**src/rtl/vga_timing_pkg.sv**
```systemverilog
`timescale 1ns/1ps
`default_nettype none
// ============================================================================
// vga_timing_pkg : shared 640x480@60 timing defaults and coordinate type
// Revision: 1.0
// ============================================================================
package vga_timing_pkg;

   localparam int COORD_W       = 10;

   localparam int H_VISIBLE_DEF = 640;
   localparam int H_FRONT_DEF   = 16;
   localparam int H_SYNC_DEF    = 96;
   localparam int H_BACK_DEF    = 48;

   localparam int V_VISIBLE_DEF = 480;
   localparam int V_FRONT_DEF   = 10;
   localparam int V_SYNC_DEF    = 2;
   localparam int V_BACK_DEF    = 33;

   typedef logic [COORD_W-1:0] coord_t;

   // Period of one axis: visible + front porch + sync + back porch.
   function automatic int axis_total(input int visible, input int front,
                                     input int sync, input int back);
      return visible + front + sync + back;
   endfunction

endpackage
`default_nettype wire

```
**src/rtl/vga_axis_counter.sv**
```systemverilog
`timescale 1ns/1ps
`default_nettype none
// ============================================================================
// vga_axis_counter : modulo pixel/line counter with registered sync/visible
// Revision: 1.0
// ============================================================================
module vga_axis_counter
   import vga_timing_pkg::*;
#(
   parameter int VISIBLE = H_VISIBLE_DEF,
   parameter int FRONT   = H_FRONT_DEF,
   parameter int SYNC    = H_SYNC_DEF,
   parameter int BACK    = H_BACK_DEF
) (
   input  logic   clk,
   input  logic   rst_n,
   input  logic   i_en,
   output coord_t o_count,
   output logic   o_wrap,
   output logic   o_sync_n,
   output logic   o_visible
);

   localparam int     c_total      = axis_total(VISIBLE, FRONT, SYNC, BACK);
   localparam coord_t c_last       = coord_t'(c_total - 1);
   localparam coord_t c_vis_end    = coord_t'(VISIBLE);
   localparam coord_t c_sync_start = coord_t'(VISIBLE + FRONT);
   localparam coord_t c_sync_end   = coord_t'(VISIBLE + FRONT + SYNC);

   coord_t r_count;
   logic   r_sync_n;
   logic   r_visible;
   logic   w_at_last;
   coord_t w_next;

   assign w_at_last = (r_count == c_last);
   assign w_next    = w_at_last ? '0 : r_count + coord_t'(1);
   // Combinational so the next axis can advance on the very same edge.
   assign o_wrap    = i_en & w_at_last;

   // Decode is taken from the next count so flags stay aligned with o_count.
   always_ff @(posedge clk or negedge rst_n) begin
      if (!rst_n) begin
         r_count   <= c_last;
         r_sync_n  <= 1'b1;
         r_visible <= 1'b0;
      end else if (i_en) begin
         r_count   <= w_next;
         r_sync_n  <= !((w_next >= c_sync_start) && (w_next < c_sync_end));
         r_visible <= (w_next < c_vis_end);
      end
   end

   assign o_count   = r_count;
   assign o_sync_n  = r_sync_n;
   assign o_visible = r_visible;

endmodule
`default_nettype wire

```
**src/rtl/vga_timing_gen.sv**
```systemverilog
`timescale 1ns/1ps
`default_nettype none
// ============================================================================
// vga_timing_gen : VGA raster timing (sync, blank, coordinates, frame pulses)
// Revision: 1.0
// ============================================================================
module vga_timing_gen
   import vga_timing_pkg::*;
#(
   parameter int H_VISIBLE = H_VISIBLE_DEF,
   parameter int H_FRONT   = H_FRONT_DEF,
   parameter int H_SYNC    = H_SYNC_DEF,
   parameter int H_BACK    = H_BACK_DEF,
   parameter int V_VISIBLE = V_VISIBLE_DEF,
   parameter int V_FRONT   = V_FRONT_DEF,
   parameter int V_SYNC    = V_SYNC_DEF,
   parameter int V_BACK    = V_BACK_DEF
) (
   input  logic               vga_clk,
   input  logic               reset_n,
   input  logic               enable,
   output logic               hs,
   output logic               vs,
   output logic               blank,
   output logic [COORD_W-1:0] DrawX,
   output logic [COORD_W-1:0] DrawY,
   output logic               line_start,
   output logic               frame_start,
   output logic [7:0]         frame_count
);

   logic w_h_wrap;
   logic w_v_wrap;
   logic w_h_vis;
   logic w_v_vis;
   logic r_line_start;
   logic r_frame_start;
   logic [7:0] r_frame_count;

   vga_axis_counter #(
      .VISIBLE (H_VISIBLE),
      .FRONT   (H_FRONT),
      .SYNC    (H_SYNC),
      .BACK    (H_BACK)
   ) u_h_axis (
      .clk       (vga_clk),
      .rst_n     (reset_n),
      .i_en      (enable),
      .o_count   (DrawX),
      .o_wrap    (w_h_wrap),
      .o_sync_n  (hs),
      .o_visible (w_h_vis)
   );

   // Vertical axis steps only when the line wraps, so vs changes on whole lines.
   vga_axis_counter #(
      .VISIBLE (V_VISIBLE),
      .FRONT   (V_FRONT),
      .SYNC    (V_SYNC),
      .BACK    (V_BACK)
   ) u_v_axis (
      .clk       (vga_clk),
      .rst_n     (reset_n),
      .i_en      (w_h_wrap),
      .o_count   (DrawY),
      .o_wrap    (w_v_wrap),
      .o_sync_n  (vs),
      .o_visible (w_v_vis)
   );

   always_ff @(posedge vga_clk or negedge reset_n) begin
      if (!reset_n) begin
         r_line_start  <= 1'b0;
         r_frame_start <= 1'b0;
         r_frame_count <= 8'd0;
      end else begin
         r_line_start  <= w_h_wrap;
         r_frame_start <= w_v_wrap;
         if (w_v_wrap) begin
            r_frame_count <= r_frame_count + 8'd1;
         end
      end
   end

   // Both visibility flags are flops updated on the same edge as the counters.
   assign blank       = w_h_vis & w_v_vis;
   assign line_start  = r_line_start;
   assign frame_start = r_frame_start;
   assign frame_count = r_frame_count;

endmodule
`default_nettype wire

```
**config.mk**
```make
export PLATFORM = sky130hd
export DESIGN_NAME = vga_timing_gen
export DESIGN_NICKNAME = d
export VERILOG_FILES = /design/src/rtl/vga_timing_pkg.sv /design/src/rtl/vga_axis_counter.sv /design/src/rtl/vga_timing_gen.sv
export SDC_FILE = /design/constraint.sdc
export NUM_CORES = 1
export LEC_CHECK = 0
export ABC_AREA = 1
export BUFFER_PORTS_ARGS = -buffer_cell sky130_fd_sc_hd__buf_2
export CAP_MARGIN = 0
export CORE_UTILIZATION = 55
export CTS_BUF_LIST = sky130_fd_sc_hd__clkbuf_4
export DETAILED_ROUTE_END_ITERATION = 12
export PLACE_DENSITY = 0.79
export SYNTH_ARGS = -nofsm -noshare
export SYNTH_HDL_FRONTEND = slang
export SYNTH_HIERARCHICAL = 1
export SYNTH_SLANG_ARGS = --single-unit
export TNS_END_PERCENT = 10
```
**constraint.sdc**
```tcl
create_clock -name vga_clk -period 7.8 [get_ports vga_clk]
set_input_delay 0.78 -clock vga_clk [delete_from_list [all_inputs] [get_ports vga_clk]]
set_output_delay 0.78 -clock vga_clk [all_outputs]
set_load 0.05 [all_outputs]
```
; ---- Word level (Yosys, flattened, before mapping)
; Cells that the tools add are included.
[classes]
n_addsub = 3
n_lt_le_gt_ge = 6
n_eq_ne = 2
muxes = 2
bitwise = 3
reduce_logical = 4
[op_table]
columns = operator, n
row1 = $add A10 B1 Y10 const B, 2
row2 = $eq A10 B10 Y1 const B, 2
row3 = $lt A10 B10 Y1 const B, 2
row4 = $lt A10 B9 Y1 const B, 2
row5 = $mux W10, 2
row6 = $ge A10 B10 Y1 const B, 1
row7 = $ge A10 B9 Y1 const B, 1
row8 = $add A8 B1 Y8 const B, 1
row9 = $and A1 B1 Y1, 3
row10 = $logic_and A1 B1 Y1, 2
row11 = $logic_not A1 Y1, 2
[word_totals]
ff_bits = 34
in_bits = 3
output_inout_bits = 33

; ---- Depth between registers and ports, before layout
; Gate-level depths: netlist of run 1.
[depth]
depth_word = 5
ltp_mapped = 14
ltp_nobuf = 12

; ---- Modules after synthesis
; The synthesis of run 1 kept the hierarchy.
[by_module_without_submodules]
columns = module, n_inst, cells_per_inst, area_each_um2, seq_area_each_um2
row1 = vga_axis_counter at u_v_axis, 1, 109, 764.5, 305.3
row2 = vga_axis_counter at u_h_axis, 1, 103, 739.5, 310.3
row3 = vga_timing_gen, 1, 43, 439.2, 250.2

; ---- Worst setup path after synthesis of run 1
; No wires, ideal clock.
[synth_timing]
path_type = reg-to-reg
startpoint = register u_h_axis.r_count[1] (netlist: u_h_axis/o_count[1])
endpoint = register r_frame_count[5] (netlist: frame_count[5])
setup_ns = 0.119
arrival_ns = 2.713
required_time_ns = 7.681
setup_slack_ns = 4.968
stages_incl_launch_ff = 15
path_buffers = 2
path_cell_list = dfstp_2 -> ha_1 -> nand2_2 -> nor2_4 -> nand3_1 -> nor2_1 -> clkbuf_1 -> inv_1 -> clkbuf_1 -> nor2_1 -> nand2_2 -> nor2_4 -> nand2_1 -> nand2_1 -> nand2_1
[synth_between]
elab_chain_len = 3
[synth_lines]
columns = item, line
row1 = "start, declared", vga_axis_counter.sv:30  ; coord_t r_count;
row2 = "start signal, assigned", vga_axis_counter.sv:44  ; r_count <= c_last;
row3 = "start signal, assigned", vga_axis_counter.sv:48  ; r_count <= w_next;
row4 = $eq A10 B10 Y1, vga_axis_counter.sv:36  ; assign w_at_last = (r_count == c_last);
row5 = $and A1 B1 Y1, vga_axis_counter.sv:39  ; assign o_wrap = i_en & w_at_last;
row6 = net w_h_wrap, vga_timing_gen.sv:32  ; logic w_h_wrap;
row7 = $and A1 B1 Y1, vga_axis_counter.sv:39
row8 = net w_v_wrap, vga_timing_gen.sv:33  ; logic w_v_wrap;
row9 = "end signal, assigned", vga_timing_gen.sv:80  ; r_frame_count <= r_frame_count + 8'd1;
row10 = "end, declared", vga_timing_gen.sv:38  ; logic [7:0] r_frame_count;
; The timed path passes the listed nets, and every way through them passes these cells.
; A chain may end at the register's enable or synchronous reset.

; ---- Worst setup path in the final report of run 1
; Same ends and word-level chain as after synthesis.

==> results.cfg, run 1 <==
[setup_path]
path_max_fanout = 14
critPathKind = flop to flop
r2r_slack_ns = 4.64
cp.arrival_ns = 3.38
crit_path_start_kind = flop
r2r_cells = 12
critPathCaptureType = flop
r2r-end = frame_count[5]$_DFFE_PN0P_
required_ns = 8.02
worstReg2RegStart = u_h_axis/o_count[1]$_DFFE_PN1P_

[floorplanning]
fp-row-count = 21
die_area_um2 = 3770
dieWidth_um = 61.4
io_pins = 36
coreArea_um2 = 3360
start_util_pct = 57.8
die_height_um = 61.4

[logic_synthesis]
ys_seq_area_share_pct = 44.6
synthTopCellsByCount = nand2_1 (85), nor2_1 (26), inv_1 (23)
synth.area.top_cells = dfrtp_1 (28%), nand2_1 (16%), dfstp_2 (16%)
synth_top_family_by_area = simple AND/OR/NAND/NOR gates
synthSimpleGateAreaFrac_pct = 35.5
synth-compound-area-share_pct = 6.25
syn_area_um2 = 1940
synth_top_area_cell = dfrtp_1
synthDistinctLibCells = 27
synth_fp_nets = 264
muxShareOfSynthArea_pct = 0.580
synth-seq-cells = 34
synth_most_common_cell = nand2_1
yosysTopAreaCellShare_pct = 28.3
yosys_most_used_dff = dfrtp_1
ys_warn_count = 6
async_reset_ff_share_pct = 100
synth_xor_area_share_pct = 3.16
syn-instance-count = 255
synth_fa_ha_area_share_pct = 3.86
synth.avg_cell_area_um2 = 7.62
synth_edf_count = 0

[run]
max_cap_viol_count = 0

[place]
dp_hpwl_um = 2760
io_buffers = 35
dp_cells = 333
post-place-ws_ns = 4.56
place_congestion = 0.840

[layout]
nets = 303
drive_above_1_share_pct = 26.8
fill_cells = 323
multiInputGateArea_um2 = 960
syn2layout_area_growth_pct = 14.1
regArea_um2 = 866
diodes = 0
fin_cells = 341

[sta]
max_freq_ghz = 0.316
clock_skew_ns = 0.00695
rsz0062_at_grt = false
slew_headroom_pct = 51.0
fin_ws_ns = 4.64
min_period_over_period_pct = 40.6
tns_ns = 0
setup_viol = 0
max_slew.worst_pin.slew_ns = 0.734
finalHoldViolCount = 0
final_max_slew_viol_count = 0
layout_min_cycle_time_ns = 3.16

[route]
dr.pass1.iters = 4
ant_nets = 0
wl_per_cell_um = 10.9
vias = 1686
routed_wirelength_um = 3720
vias_per_cell = 4.94
drc = 0
drtIter0Drc = 92

[cts]
cts_tree = yes
cts_max_level = 2
cts_sinks = 34
cts_hold_buf = 0
post_cts_buffers = 0
cts_inserted_buffers = 5
ctsLongestPathBuffers = 2
cts_resized = 0
clk_latency_ns = 0.32
cts-root-buf = clkbuf_4
path_clk_slew_ns = 0.10

[run_status]
run_status = complete, no violations

[global_route]
overflow = 0
grt_pass1_vias = 1425
antenna_found_initial = 0
grt_max_degree = 35
grt_pass1_wl_um = 6090
track_usage_pct = 22.1

[min_path]
min_path_type = flop to flop
worstHoldStart = u_h_axis/o_visible$_DFFE_PN0P_
whs_path_depth = 2
holdPathEnd = u_h_axis/o_visible$_DFFE_PN0P_

[power_and_ir_drop]
power.density_nw_per_um2 = 237
peakVddDrop_mv = 0.125
finalPower_w = 0.000526
power_leakage_nw = 1.13
==> worst max-delay path, cell delays in order (launching register included) <==
cell and delay [ns]:
dfstp_2 0.60, ha_1 0.21, nand2_2 0.08, nor2_4 0.20, nand3_1 0.12, nor2_1 0.53, inv_1 0.37, nor2_1 0.48
nand2_2 0.13, nor2_4 0.15, nand2_1 0.07, nand2_1 0.06, nand2_1 0.05
==> flip-flops by register name, summed over array words and instances, names as in the netlist <==
name and count:
u_v_axis/o_visible 1, u_v_axis/o_count 10, u_h_axis/o_sync_n 1, u_h_axis/o_count 10, frame_count 8, line_start 1
frame_start 1, u_v_axis/o_sync_n 1, u_h_axis/o_visible 1
==> layout by cell type (no fill, tap or decap), drive strengths merged <==
cell | Yosys | layout
or2 | 2 | 2
o22ai | 2 | 2
nand2 | 92 | 92
dfstp | 12 | 12
dfrtp | 22 | 22
xor2 | 4 | 4
nand3b | 2 | 2
clkinvlp | 0 | 1
clkinv | 3 | 5
nand3 | 19 | 19
mux2 | 1 | 1
a31oi | 1 | 1
ha | 6 | 6
nor2 | 36 | 36
buf | 1 | 35
o21a | 1 | 1
xnor2 | 3 | 3
clkbuf | 2 | 5
o21ai | 16 | 16
inv | 25 | 25
nor3 | 2 | 2
a21oi | 3 | 3
==> cells by family (layout without fill, tap and decap cells) <==
family	count (synthesis)	count (layout)
simple gates	153	153
flops	34	34
buf+inv	31	71
compound gates	23	23
xor+xnor	7	7
fa+ha+maj	6	6
mux	1	1
==> layout make-up <==
class | count | share of cell area (%)
well taps | 46 | 2.60
repair buffers | 35 | 7.90
inverters | 28 | 4.74
clock inverters | 3 | 0.734
flip-flops and latches | 34 | 39.1
clock buffers | 5 | 1.69
multi-input cells | 190 | 43.3
==> how the worst max path moves through the flow <==
stage / start / end / slack (ns) / depth (start not counted)
global placement: enable / frame_count[6]$_DFFE_PN0P_ / 4.75 / 10
floorplan: u_h_axis/o_count[1]$_DFFE_PN1P_ / frame_count[5]$_DFFE_PN0P_ / 4.97 / 14
detailed placement: enable / frame_count[5]$_DFFE_PN0P_ / 4.56 / 10
finish: u_h_axis/o_count[1]$_DFFE_PN1P_ / frame_count[5]$_DFFE_PN0P_ / 4.64 / 12
CTS: u_h_axis/o_count[1]$_DFFE_PN1P_ / frame_count[5]$_DFFE_PN0P_ / 4.67 / 12
global route: u_h_axis/o_count[1]$_DFFE_PN1P_ / frame_count[7]$_DFFE_PN0P_ / 4.39 / 12
==> stage by stage <==
stage	hold WS (ns)	cell area [um^2]	utilization, %
detailed placement	0.468	2160	64.3
CTS	0.492	2220	65.9
finish	0.487	2220	65.9
global placement	0.473	2160	64.3
global route	0.524	2220	65.9
floorplan	0.449	1940	-
==> routing by layer <==
metal	share of wire [%]	routed length [um]	global-route usage [%]	vias to the layer above
li1	-	-	-	878
met5	0	0	0	-
met1	49	1830	30.1	766
met3	3.7	139	5.25	4
met2	46	1720	35.1	38
met4	0.89	33	6.98	0
==> power breakdown <==
part	switching, W	internal (W)
Combinational	0.000145	0.0000487
Clock	0.0000572	0.0000335
Sequential	0.0000315	0.000211
Total	0.000234	0.000293
Power figures use the tool's default switching activity.
==> run 2, diff against run 1 <==
- clock period: 7.8 -> 3.1 ns (I/O delays scaled with it)
==> run 2 against run 1 <==
  * Non-clock buffer count grew 1
  * Clock power grew to 2.6 times the previous value
  * Final cell count grew 0.29%
  * First-iteration DRC count is 20% lower
  * Critical path type unchanged
==> results.cfg, run 2 (synthesis gave the netlist of run 1 again) <==
[run_status]
run_status = complete, no violations

[global_route]
track_usage_pct = 21.8
grt_max_degree = 35
antenna_found_initial = 0
grt_pass1_vias = 1380
grt_pass1_wl_um = 5920
overflow = 0

[place]
dp_hpwl_um = 2800
place_congestion = 0.905
io_buffers = 35
dpl-instance-area_um2 = 2170

[sta]
setup_viol = 0
finalHoldViolCount = 0
max_freq_ghz = 0.386
final_max_slew_viol_count = 0
max_slew.worst_pin.slew_ns = 0.734
rsz0062_at_grt = false
clock_skew_ns = 0.0118
slew_headroom_pct = 51.1
layout_min_cycle_time_ns = 2.59
min_period_over_period_pct = 83.7
tns_ns = 0

[layout]
syn2layout_area_growth_pct = 14.6
nets = 304
layout_common_cells = nand2_1 (85), buf_2 (35), nor2_1 (26)
fin_area_um2 = 2230
diodes = 0
multiInputGateArea_um2 = 960
final_common_cell = nand2_1
fill_cells = 325
regArea_um2 = 866
drive_above_1_share_pct = 27.4

[power_and_ir_drop]
swShare_pct = 43.4
power.density_nw_per_um2 = 594
peakVddDrop_mv = 0.375
finalPower_w = 0.00132
power_leakage_nw = 1.15
power.internal_w = 0.000748
comb_power_share_pct = 36.6
netSwitchingPower_w = 0.000574
seqPwrFrac_pct = 45.7
clkPwrFrac_pct = 17.7

[route]
vias = 1678
wl_per_cell_um = 10.9
ant_nets = 0
routed_wirelength_um = 3730
vias_per_cell = 4.91
dr.pass1.iters = 4
drtIter0Drc = 74
drc = 0

[floorplanning]
coreArea_um2 = 3360
dieWidth_um = 61.4
die_height_um = 61.4
die_area_um2 = 3770
start_util_pct = 57.8
io_pins = 36
fp-row-count = 21

[setup_path]
r2r_slack_ns = 0.51
crit_path_start_kind = flop
path_max_fanout = 14
required_ns = 3.33
worstReg2RegStart = u_h_axis/o_count[0]$_DFFE_PN1P_
r2r-end = frame_count[5]$_DFFE_PN0P_
critPathCaptureType = flop
critPathKind = flop to flop
r2r_cells = 13
cp.arrival_ns = 2.82

[cts]
cts_hold_buf = 0
clk_latency_ns = 0.32
ctsLongestPathBuffers = 2
cts_sinks = 34
cts_resized = 0
cts_inserted_buffers = 5
cts_max_level = 2
post_cts_buffers = 0
path_clk_slew_ns = 0.10
cts_tree = yes
cts-root-buf = clkbuf_4

[min_path]
min_path_type = input pin to asynchronous set/reset pin

[run]
max_cap_viol_count = 0
## run 2: changes by cell type in the layout (fill, tap and decap cells not counted)
| cell | change |
|---|---|
| buf_4 | +1 |
| clkbuf_4 | +1 |
| clkinv_1 | -1 |
| clkinv_2 | +1 |
| clkinvlp_4 | -1 |
## run 2: through the flow
step / cells / hold WS [ns] / util, % / setup slack, ns
2_1_floorplan: 255 / 0.0144 / - / 0.268
3_5_place_dp: 334 / 0.424 / 64.5 / 0.514
6_report: 342 / 0.0376 / 66.2 / 0.506
3_3_place_gp: 334 / 0.423 / 64.5 / 0.620
5_1_grt: 342 / 0.0756 / 66.2 / 0.240
4_1_cts: 342 / 0.0487 / 66.2 / 0.492
## run 2: worst max-delay path, cell delays in order (launching register included)
cell and delay (ns):
dfstp_2 0.58, ha_1 0.21, nand2_2 0.08, nor2_4 0.19, nand3_1 0.11, nor2_1 0.10, buf_4 0.17, inv_1 0.19
nor2_1 0.43, nand2_2 0.12, nor2_4 0.15, nand2_1 0.07, nand2_1 0.06, nand2_1 0.05
## run 2: layout make-up
cell class / instances / area share, %
clock buffers: 6 / 2.02
clock inverters: 2 / 0.450
inverters: 28 / 4.72
multi-input cells: 190 / 43.1
flip-flops and latches: 34 / 38.9
well taps: 46 / 2.59
repair buffers: 36 / 8.21
## run 2: worst max-delay path by stage
stage	end	cells after the start	start
detailed placement	frame_count[5]$_DFFE_PN0P_	13	u_h_axis/o_count[0]$_DFFE_PN1P_
global placement	frame_count[7]$_DFFE_PN0P_	13	u_h_axis/o_count[1]$_DFFE_PN1P_
CTS	frame_count[5]$_DFFE_PN0P_	13	u_h_axis/o_count[0]$_DFFE_PN1P_
floorplan	frame_count[5]$_DFFE_PN0P_	14	u_h_axis/o_count[1]$_DFFE_PN1P_
finish	frame_count[5]$_DFFE_PN0P_	13	u_h_axis/o_count[0]$_DFFE_PN1P_
global route	frame_count[7]$_DFFE_PN0P_	13	u_h_axis/o_count[1]$_DFFE_PN1P_
## run 2: power by group through the flow
stage	sequential, W	combinational, W	clock, W
3_3_place_gp	0.000610	0.000483	0
3_5_place_dp	0.000613	0.000483	0
4_1_cts	0.000605	0.000485	0.000246
6_report	0.000604	0.000484	0.000233
2_1_floorplan	0.000804	0.000187	0
5_1_grt	0.000616	0.000528	0.000267
## run 2: routing by layer
| metal | part of all wire [%] | vias to the layer above | GRT usage [%] |
|---|---|---|---|
| met2 | 48 | 37 | 35.4 |
| li1 | - | 879 | - |
| met1 | 47 | 757 | 28.5 |
| met4 | 1.1 | 0 | 8.57 |
| met3 | 4.2 | 5 | 5.04 |
| met5 | 0 | - | 0 |
